File: src/rtl/pipe_stall_ctrl_pkg.sv
// Shared types for the pipeline stall/flush sequencer: stall bus layout,
// divider FSM state encoding, stall patterns and the stall-cause enum.
package pipe_stall_ctrl_pkg;

    localparam int STALL_W = 6;

    // Bit order: [0]=PC [1]=IF [2]=ID [3]=EX [4]=MEM [5]=WB
    typedef logic [STALL_W-1:0] stall_bus_t;

    localparam logic STOP    = 1'b1;
    localparam logic NO_STOP = 1'b0;

    typedef enum logic [1:0] {
        IDLE = 2'd0,
        BUSY = 2'd1,
        DONE = 2'd2
    } div_state_t;

    // Thermometer patterns; the first unstopped stage receives a bubble.
    localparam stall_bus_t STALL_NONE = {6{NO_STOP}};
    localparam stall_bus_t STALL_LU   = {{3{NO_STOP}}, {3{STOP}}};
    localparam stall_bus_t STALL_DIV  = {{2{NO_STOP}}, {4{STOP}}};
    localparam stall_bus_t STALL_MEM  = {{1{NO_STOP}}, {5{STOP}}};

    typedef enum logic [2:0] {
        CAUSE_NONE  = 3'd0,
        CAUSE_FLUSH = 3'd1,
        CAUSE_MEM   = 3'd2,
        CAUSE_DIV   = 3'd3,
        CAUSE_LU    = 3'd4
    } stall_cause_t;

    function automatic stall_bus_t stall_pattern(input stall_cause_t cause);
        case (cause)
            CAUSE_MEM: return STALL_MEM;
            CAUSE_DIV: return STALL_DIV;
            CAUSE_LU:  return STALL_LU;
            default:   return STALL_NONE;
        endcase
    endfunction

    function automatic logic [31:0] sat_inc32(input logic [31:0] value);
        return (value == 32'hFFFF_FFFF) ? value : value + 32'd1;
    endfunction

endpackage

File: src/rtl/pipe_stall_ctrl_if.sv
// Request/response bundle between the pipeline stages and the stall
// sequencer.
//
// Handshake: every request is a level held by its stage for as long as the
// condition exists. ex_div_start acts as "valid" for a divide and must stay
// high until the cycle in which div_ready ("ready") is seen high; EX drops
// it on that cycle. div_ready stays high while MEM stalls so EX can latch
// the result once it advances. flush_req overrides everything that cycle.
interface pipe_stall_ctrl_if #(
    parameter int CNT_W = 6
);
    import pipe_stall_ctrl_pkg::*;

    logic             id_stallreq;
    logic             ex_div_start;
    logic             mem_stallreq;
    logic             flush_req;
    stall_bus_t       stall;
    logic             flush;
    logic             div_busy;
    logic             div_ready;
    logic [CNT_W-1:0] div_cnt;
    div_state_t       div_state;   // debug view of the divider FSM

    // Pipeline side: raises requests, consumes stall/flush.
    modport master (
        output id_stallreq, ex_div_start, mem_stallreq, flush_req,
        input  stall, flush, div_busy, div_ready, div_cnt, div_state
    );

    // Sequencer side.
    modport slave (
        input  id_stallreq, ex_div_start, mem_stallreq, flush_req,
        output stall, flush, div_busy, div_ready, div_cnt, div_state
    );

endinterface

File: src/rtl/pipe_stall_ctrl_div_seq_fsm.sv
// Divider sequencing FSM: counts DIV_CYCLES busy cycles, then holds the
// result-valid state until MEM stops stalling. Flush aborts from any state.
module pipe_stall_ctrl_div_seq_fsm
    import pipe_stall_ctrl_pkg::*;
#(
    parameter int DIV_CYCLES = 32,
    parameter int CNT_W      = 6    // 2**CNT_W must exceed DIV_CYCLES
) (
    input  logic             clk,
    input  logic             resetn,
    input  logic             div_start,
    input  logic             mem_stallreq,
    input  logic             flush_req,
    output div_state_t       state,
    output logic [CNT_W-1:0] cnt,
    output logic             busy,
    output logic             ready
);

    localparam logic [CNT_W-1:0] CNT_LAST = CNT_W'(DIV_CYCLES - 1);

    // State, counter and registered busy/ready flags advance together.
    always_ff @(posedge clk or negedge resetn) begin
        if (!resetn) begin
            state <= IDLE;
            cnt   <= '0;
            busy  <= 1'b0;
            ready <= 1'b0;
        end else if (flush_req) begin
            state <= IDLE;
            cnt   <= '0;
            busy  <= 1'b0;
            ready <= 1'b0;
        end else begin
            case (state)
                IDLE: begin
                    if (div_start) begin
                        state <= BUSY;
                        cnt   <= '0;
                        busy  <= 1'b1;
                    end
                end
                BUSY: begin
                    // Keeps counting through mem stalls; the divider is independent.
                    if (cnt == CNT_LAST) begin
                        state <= DONE;
                        cnt   <= '0;
                        busy  <= 1'b0;
                        ready <= 1'b1;
                    end else begin
                        cnt <= cnt + CNT_W'(1);
                    end
                end
                DONE: begin
                    // div_start is still asserted by the same instruction; ignore it.
                    if (!mem_stallreq) begin
                        state <= IDLE;
                        ready <= 1'b0;
                    end
                end
                default: begin
                    state <= IDLE;
                    cnt   <= '0;
                    busy  <= 1'b0;
                    ready <= 1'b0;
                end
            endcase
        end
    end

endmodule

File: src/rtl/pipe_stall_ctrl.sv
// Central stall/flush sequencer for the 5-stage pipeline. Priority-encodes
// the stall requests into the thermometer stall bus and hosts the divider
// sequencing FSM. Optional stall-cause performance counters are built when
// PIPE_STALL_PERF_EN is defined.
module pipe_stall_ctrl
    import pipe_stall_ctrl_pkg::*;
#(
    parameter int DIV_CYCLES = 32,
    parameter int CNT_W      = 6
) (
    input  logic               clk,
    input  logic               resetn,
    pipe_stall_ctrl_if.slave   bus
`ifdef PIPE_STALL_PERF_EN
    ,
    output logic [31:0]        perf_div_stall,
    output logic [31:0]        perf_mem_stall,
    output logic [31:0]        perf_lu_stall
`endif
);

    stall_cause_t cause;

    pipe_stall_ctrl_div_seq_fsm #(
        .DIV_CYCLES (DIV_CYCLES),
        .CNT_W      (CNT_W)
    ) u_div_seq_fsm (
        .clk          (clk),
        .resetn       (resetn),
        .div_start    (bus.ex_div_start),
        .mem_stallreq (bus.mem_stallreq),
        .flush_req    (bus.flush_req),
        .state        (bus.div_state),
        .cnt          (bus.div_cnt),
        .busy         (bus.div_busy),
        .ready        (bus.div_ready)
    );

    // Pick the single winning stall cause; the start cycle of a divide already stalls.
    always_comb begin
        cause = CAUSE_NONE;
        if (bus.flush_req) begin
            cause = CAUSE_FLUSH;
        end else if (bus.mem_stallreq) begin
            cause = CAUSE_MEM;
        end else if (bus.div_state == BUSY ||
                     (bus.div_state == IDLE && bus.ex_div_start)) begin
            cause = CAUSE_DIV;
        end else if (bus.id_stallreq) begin
            cause = CAUSE_LU;
        end
    end

    // Outputs are forced quiet while reset is held, whatever the requests say.
    assign bus.stall = resetn ? stall_pattern(cause) : STALL_NONE;
    assign bus.flush = resetn & bus.flush_req;

`ifdef PIPE_STALL_PERF_EN
    // Saturating per-cause stall cycle counters.
    always_ff @(posedge clk or negedge resetn) begin
        if (!resetn) begin
            perf_div_stall <= '0;
            perf_mem_stall <= '0;
            perf_lu_stall  <= '0;
        end else begin
            if (cause == CAUSE_DIV) perf_div_stall <= sat_inc32(perf_div_stall);
            if (cause == CAUSE_MEM) perf_mem_stall <= sat_inc32(perf_mem_stall);
            if (cause == CAUSE_LU)  perf_lu_stall  <= sat_inc32(perf_lu_stall);
        end
    end
`endif

endmodule

File: src/flat_wrapper.sv
// flat-port wrapper written by rule: the top's interface ports become plain ports
module pipe_stall_ctrl_flat import pipe_stall_ctrl_pkg::*;
#(
    parameter int DIV_CYCLES = 32,
    parameter int CNT_W      = 6
)
  (clk, resetn, bus_id_stallreq, bus_ex_div_start, bus_mem_stallreq, bus_flush_req, bus_stall, bus_flush, bus_div_busy, bus_div_ready, bus_div_cnt, bus_div_state);
  pipe_stall_ctrl_if #(.CNT_W(CNT_W)) bus_i ();
  input  logic clk;
  input  logic resetn;
  input wire logic [$bits(bus_i.id_stallreq)-1:0] bus_id_stallreq;
  input wire logic [$bits(bus_i.ex_div_start)-1:0] bus_ex_div_start;
  input wire logic [$bits(bus_i.mem_stallreq)-1:0] bus_mem_stallreq;
  input wire logic [$bits(bus_i.flush_req)-1:0] bus_flush_req;
  output wire logic [$bits(bus_i.stall)-1:0] bus_stall;
  output wire logic [$bits(bus_i.flush)-1:0] bus_flush;
  output wire logic [$bits(bus_i.div_busy)-1:0] bus_div_busy;
  output wire logic [$bits(bus_i.div_ready)-1:0] bus_div_ready;
  output wire logic [$bits(bus_i.div_cnt)-1:0] bus_div_cnt;
  output wire logic [$bits(bus_i.div_state)-1:0] bus_div_state;
  assign bus_i.id_stallreq = bus_id_stallreq;
  assign bus_i.ex_div_start = bus_ex_div_start;
  assign bus_i.mem_stallreq = bus_mem_stallreq;
  assign bus_i.flush_req = bus_flush_req;
  assign bus_stall = bus_i.stall;
  assign bus_flush = bus_i.flush;
  assign bus_div_busy = bus_i.div_busy;
  assign bus_div_ready = bus_i.div_ready;
  assign bus_div_cnt = bus_i.div_cnt;
  assign bus_div_state = bus_i.div_state;
  pipe_stall_ctrl #(.DIV_CYCLES(DIV_CYCLES), .CNT_W(CNT_W)) u_core (.clk(clk), .resetn(resetn), .bus(bus_i));
endmodule
File: config.mk
export PLATFORM = sky130hd
export DESIGN_NAME = pipe_stall_ctrl_flat
export DESIGN_NICKNAME = d
export VERILOG_FILES = /design/src/rtl/pipe_stall_ctrl_pkg.sv /design/src/rtl/pipe_stall_ctrl_if.sv /design/src/rtl/pipe_stall_ctrl_div_seq_fsm.sv /design/src/rtl/pipe_stall_ctrl.sv /design/src/flat_wrapper.sv
export SDC_FILE = /design/constraint.sdc
export NUM_CORES = 1
export LEC_CHECK = 0
export ABC_CLOCK_PERIOD_IN_PS = 1400
export CORE_UTILIZATION = 38
export CTS_CLUSTER_SIZE = 14
export DETAILED_ROUTE_END_ITERATION = 10
export GPL_TIMING_DRIVEN = 0
export PLACE_DENSITY = 0.73
export SLEW_MARGIN = 20
export SYNTH_ARGS = -nofsm -noshare
export SYNTH_HDL_FRONTEND = slang
export SYNTH_SLANG_ARGS = --single-unit
File: constraint.sdc
create_clock -name clk -period 1.4 [get_ports clk]
set_input_delay 0.21 -clock clk [delete_from_list [all_inputs] [get_ports clk]]
set_output_delay 0.21 -clock clk [all_outputs]
set_load 0.03 [all_outputs]
==> results.md <==
- Hold WC Path Type: in2reg
- Top cells by area, synth: dfrtp_1 (40%), nand3_1 (5.6%), buf_4 (4.8%), nor2_1 (4.2%), a32o_1 (3.2%)
- Vias post-DR: 632
- Data arrival, critical path: 1.34 ns
- Hold Fails Final Rpt: 0
- # rows: 14
- CTS clock-pin slew for the worst setup and hold paths: 0.08 ns
- Worst setup EP type: output port
- Chip width: 42.50 µm
- # IOs: 23
- EDFF count, synth: 0
- Mux cell area share after synthesis: 1.606%
- # DRC: 0
- RSZ-0062 raised after global routing: yes
- Simple-gate portion of the synthesized area: 28.92%
- Switching pwr: 0.2181 mW
- Antenna violations before repair: 0
- Final Cycle Share: 110.8%
- Number of diodes: 0
- Compound-cell area share of the yosys netlist: 17.47%
- Synth top cells by count: dfrtp_1 (10), nand3_1 (7), nor2_1 (7)
- Seq pwr share: 44.0%
- Leakage: 0.4590 nW
- Startpoint types: flip-flop
- Htree depth: 1
- Hold Crit Depth: 2
- DR WL/cell: 13.10 µm
- First-pass iteration count of the detailed router: 4
- Reg2reg path depth: 4
- Fraction of layout cells with a size suffix above 1: 40.40%
- Critical path, cell by cell: o21ba_4, nor3_4, nor2_4, buf_6, buf_6
- Maxcap violations: 0
- Most instantiated library cell after synthesis: dfrtp_1
- Max-slew violations: 0
- Routed Antenna Nets: 0
- Area fraction of the dominant cell type after synthesis: 40.16%
- Final Skew: 0.01689 ns
- Failing checks: setup timing
- Main combinational cell family by area after synthesis: simple AND/OR/NAND/NOR gates
- Combinational Power Share: 25.6%
- GRT Total Usage: 19.64%
- F_max: 644.5 MHz
- Main synth FF type: dfrtp_1
- Num CTS Buffers: 3
- Post-synthesis net count: 74
- # clock sinks: 10
- WP buf/inv: 2
- CP Max Fanout: 3
- Clock share of power: 30.4%
- Final min period: 1.552 ns
- Async set-reset flop share out of synthesis: 100.0%
- CTS tree: done
- Finished Layout Cells: 115
- DRT Wirelength: 1506 µm
- Peak VDD IR: 0.4274 mV
- Cells after Synth: 67
- Via/cell ratio: 5.496
- Cell Area, Synth: 623.1 µm²
- Synth area leader: dfrtp_1
- Nets: 107
- Most used cell along the critical path: buf_6
- End-of-flow core utilization: 64.78%
- CP max stage cell: dfrtp_2
- GP Congestion: 0.7407
- PortBufs: 20
- Clock buffer depth: 2
- Sum Neg Setup Slack: -0.4183 ns
- Largest net degree at the start of global routing: 11
- Syn_area_per_cell: 9.300 µm²
- Area grow syn2layout: 58.43%
- Max stage delay on crit path: 0.42 ns
- Synth Area in Adders: 2.008%
- Pwr dens: 715.0 nW/µm²
- DRT iter0 DRCs: 9
- Warnings from Yosys: 0
- Sw Ratio: 30.90%
- CP required: 1.19 ns
- Skew-Pair Late Insertion Delay: 0.28 ns
- Starting Density: 40.89%
- Classification of the worst setup path: reg2out
- Vias in the first global route: 597
- Die Area: 1806 µm²
- Final Setup Violations: 4
- Setup ws final: -0.1515 ns
- Post-synth cell types: 30
- Total power: 0.7059 mW
- Root Buffer: clkbuf_4
- Pint: 0.4878 mW
- Crit. path cell count: 5
- Status: complete, but fails checks
- Placed cells: 103
- Cell family contributing the most delay on the critical path: flip-flops
- Core Area: 1524 µm²
- Xor/xnor cell area share of the yosys netlist: 1.406%
- Post-DP HPWL: 1052 µm
- Sequential share of the synthesized area: 40.16%
- Grt ovf: 0
- Die Y: 42.50 µm
- Post-synthesis register bit count: 10
- First-pass GRT wire length: 2656 µm
-- timing repair --
| action | 4_1_cts | 5_1_grt |
|---|---|---|
| pin swaps | 4 | 1 |
| hold endpoints to repair | 10 | 0 |
| gates resized for setup | 51 | 4 |
| hold buffers | 1 | 0 |
| gates cloned | 0 | 0 |
| setup buffers | 3 | 4 |
| endpoints found under the setup margin | 16 | 11 |
-- cells by family after synthesis --
| family | Yosys count |
|---|---|
| other cells | 1 |
| xor+xnor | 1 |
| fa+ha+maj | 1 |
| flops | 10 |
| buf+inv | 9 |
| simple gates | 30 |
| mux | 1 |
| compound gates | 14 |
-- sequential cells by signal, indices dropped and copies added, names as in the netlist --
| signal | flops |
|---|---|
| u_core.u_div_seq_fsm.state | 2 |
| u_core.u_div_seq_fsm.busy | 1 |
| u_core.u_div_seq_fsm.cnt | 6 |
| u_core.u_div_seq_fsm.ready | 1 |
-- stage by stage --
stage | worst slack (ns) | area, µm² | hold slack (ns)
2_1_floorplan | -0.03247 | 685.7 | -0.08559
3_3_place_gp | -0.9946 | 905.9 | 0.4422
3_5_place_dp | -1.022 | 905.9 | 0.4434
4_1_cts | -0.2083 | 964.7 | 0.1558
5_1_grt | -0.2117 | 987.2 | 0.1554
6_report | -0.1515 | 987.2 | 0.1558
-- worst reg2reg max path: stages, from the launching register on --
cell and delay [ns]:
dfrtp_2 0.43, ha_4 0.18, nand4_4 0.11, or4_4 0.45, a21oi_2 0.13
-- per-layer routing --
layer / track usage, % / vias up / wire length (µm)
li1: - / 302 / -
met1: 23.10 / 304 / 633
met2: 33.85 / 23 / 740
met3: 5.172 / 3 / 111
met4: 7.500 / 0 / 21
met5: 0 / - / 0
-- layout make-up --
| type | count | area (µm²) |
|---|---|---|
| buffer | 4 | 37.54 |
| clock buffer | 4 | 26.28 |
| fill | 135 | 536.8 |
| inverter | 5 | 18.77 |
| multi-input combinational | 48 | 382.9 |
| sequential | 10 | 255.2 |
| tap | 16 | 20.02 |
| timing repair buffer | 28 | 246.5 |
-- cells in the final DEF, fill, tap and decap left out, drive strengths merged, types with 2 or more instances in the layout --
cell type      instances
a21oi                  3
a32o                   2
buf                   16
clkbuf                 6
clkdlybuf4s15          2
clkdlybuf4s50          2
dfrtp                 10
dlygate4sd2            9
inv                    5
nand2                  4
nand2b                 3
nand3                  7
nor2                   7
o21ai                  4
-- power by group through the flow --
stage / Combinational (mW) / Sequential (mW) / Clock (mW)
after global routing: 0.195 / 0.313 / 0.235
after global placement: 0.167 / 0.319 / 0
after CTS: 0.178 / 0.310 / 0.216
after detailed placement: 0.168 / 0.319 / 0
after floorplan: 0.0826 / 0.336 / 0
final: 0.181 / 0.310 / 0.215
-- final timing paths --
check / from / end / slack, ns
max: u_core.u_div_seq_fsm.state[1] / bus_stall[1] / -0.15
min: bus_flush_req / u_core.u_div_seq_fsm.state[1] / 0.16
max reg2reg: u_core.u_div_seq_fsm.cnt[0] / u_core.u_div_seq_fsm.ready / 0.04
min reg2reg: u_core.u_div_seq_fsm.busy / u_core.u_div_seq_fsm.busy / 0.55
max in group asynchronous: resetn / u_core.u_div_seq_fsm.state[0] / 0.49
min in group asynchronous: resetn / u_core.u_div_seq_fsm.ready / 0.53
Note: power is estimated with default switching activity, not from simulation.
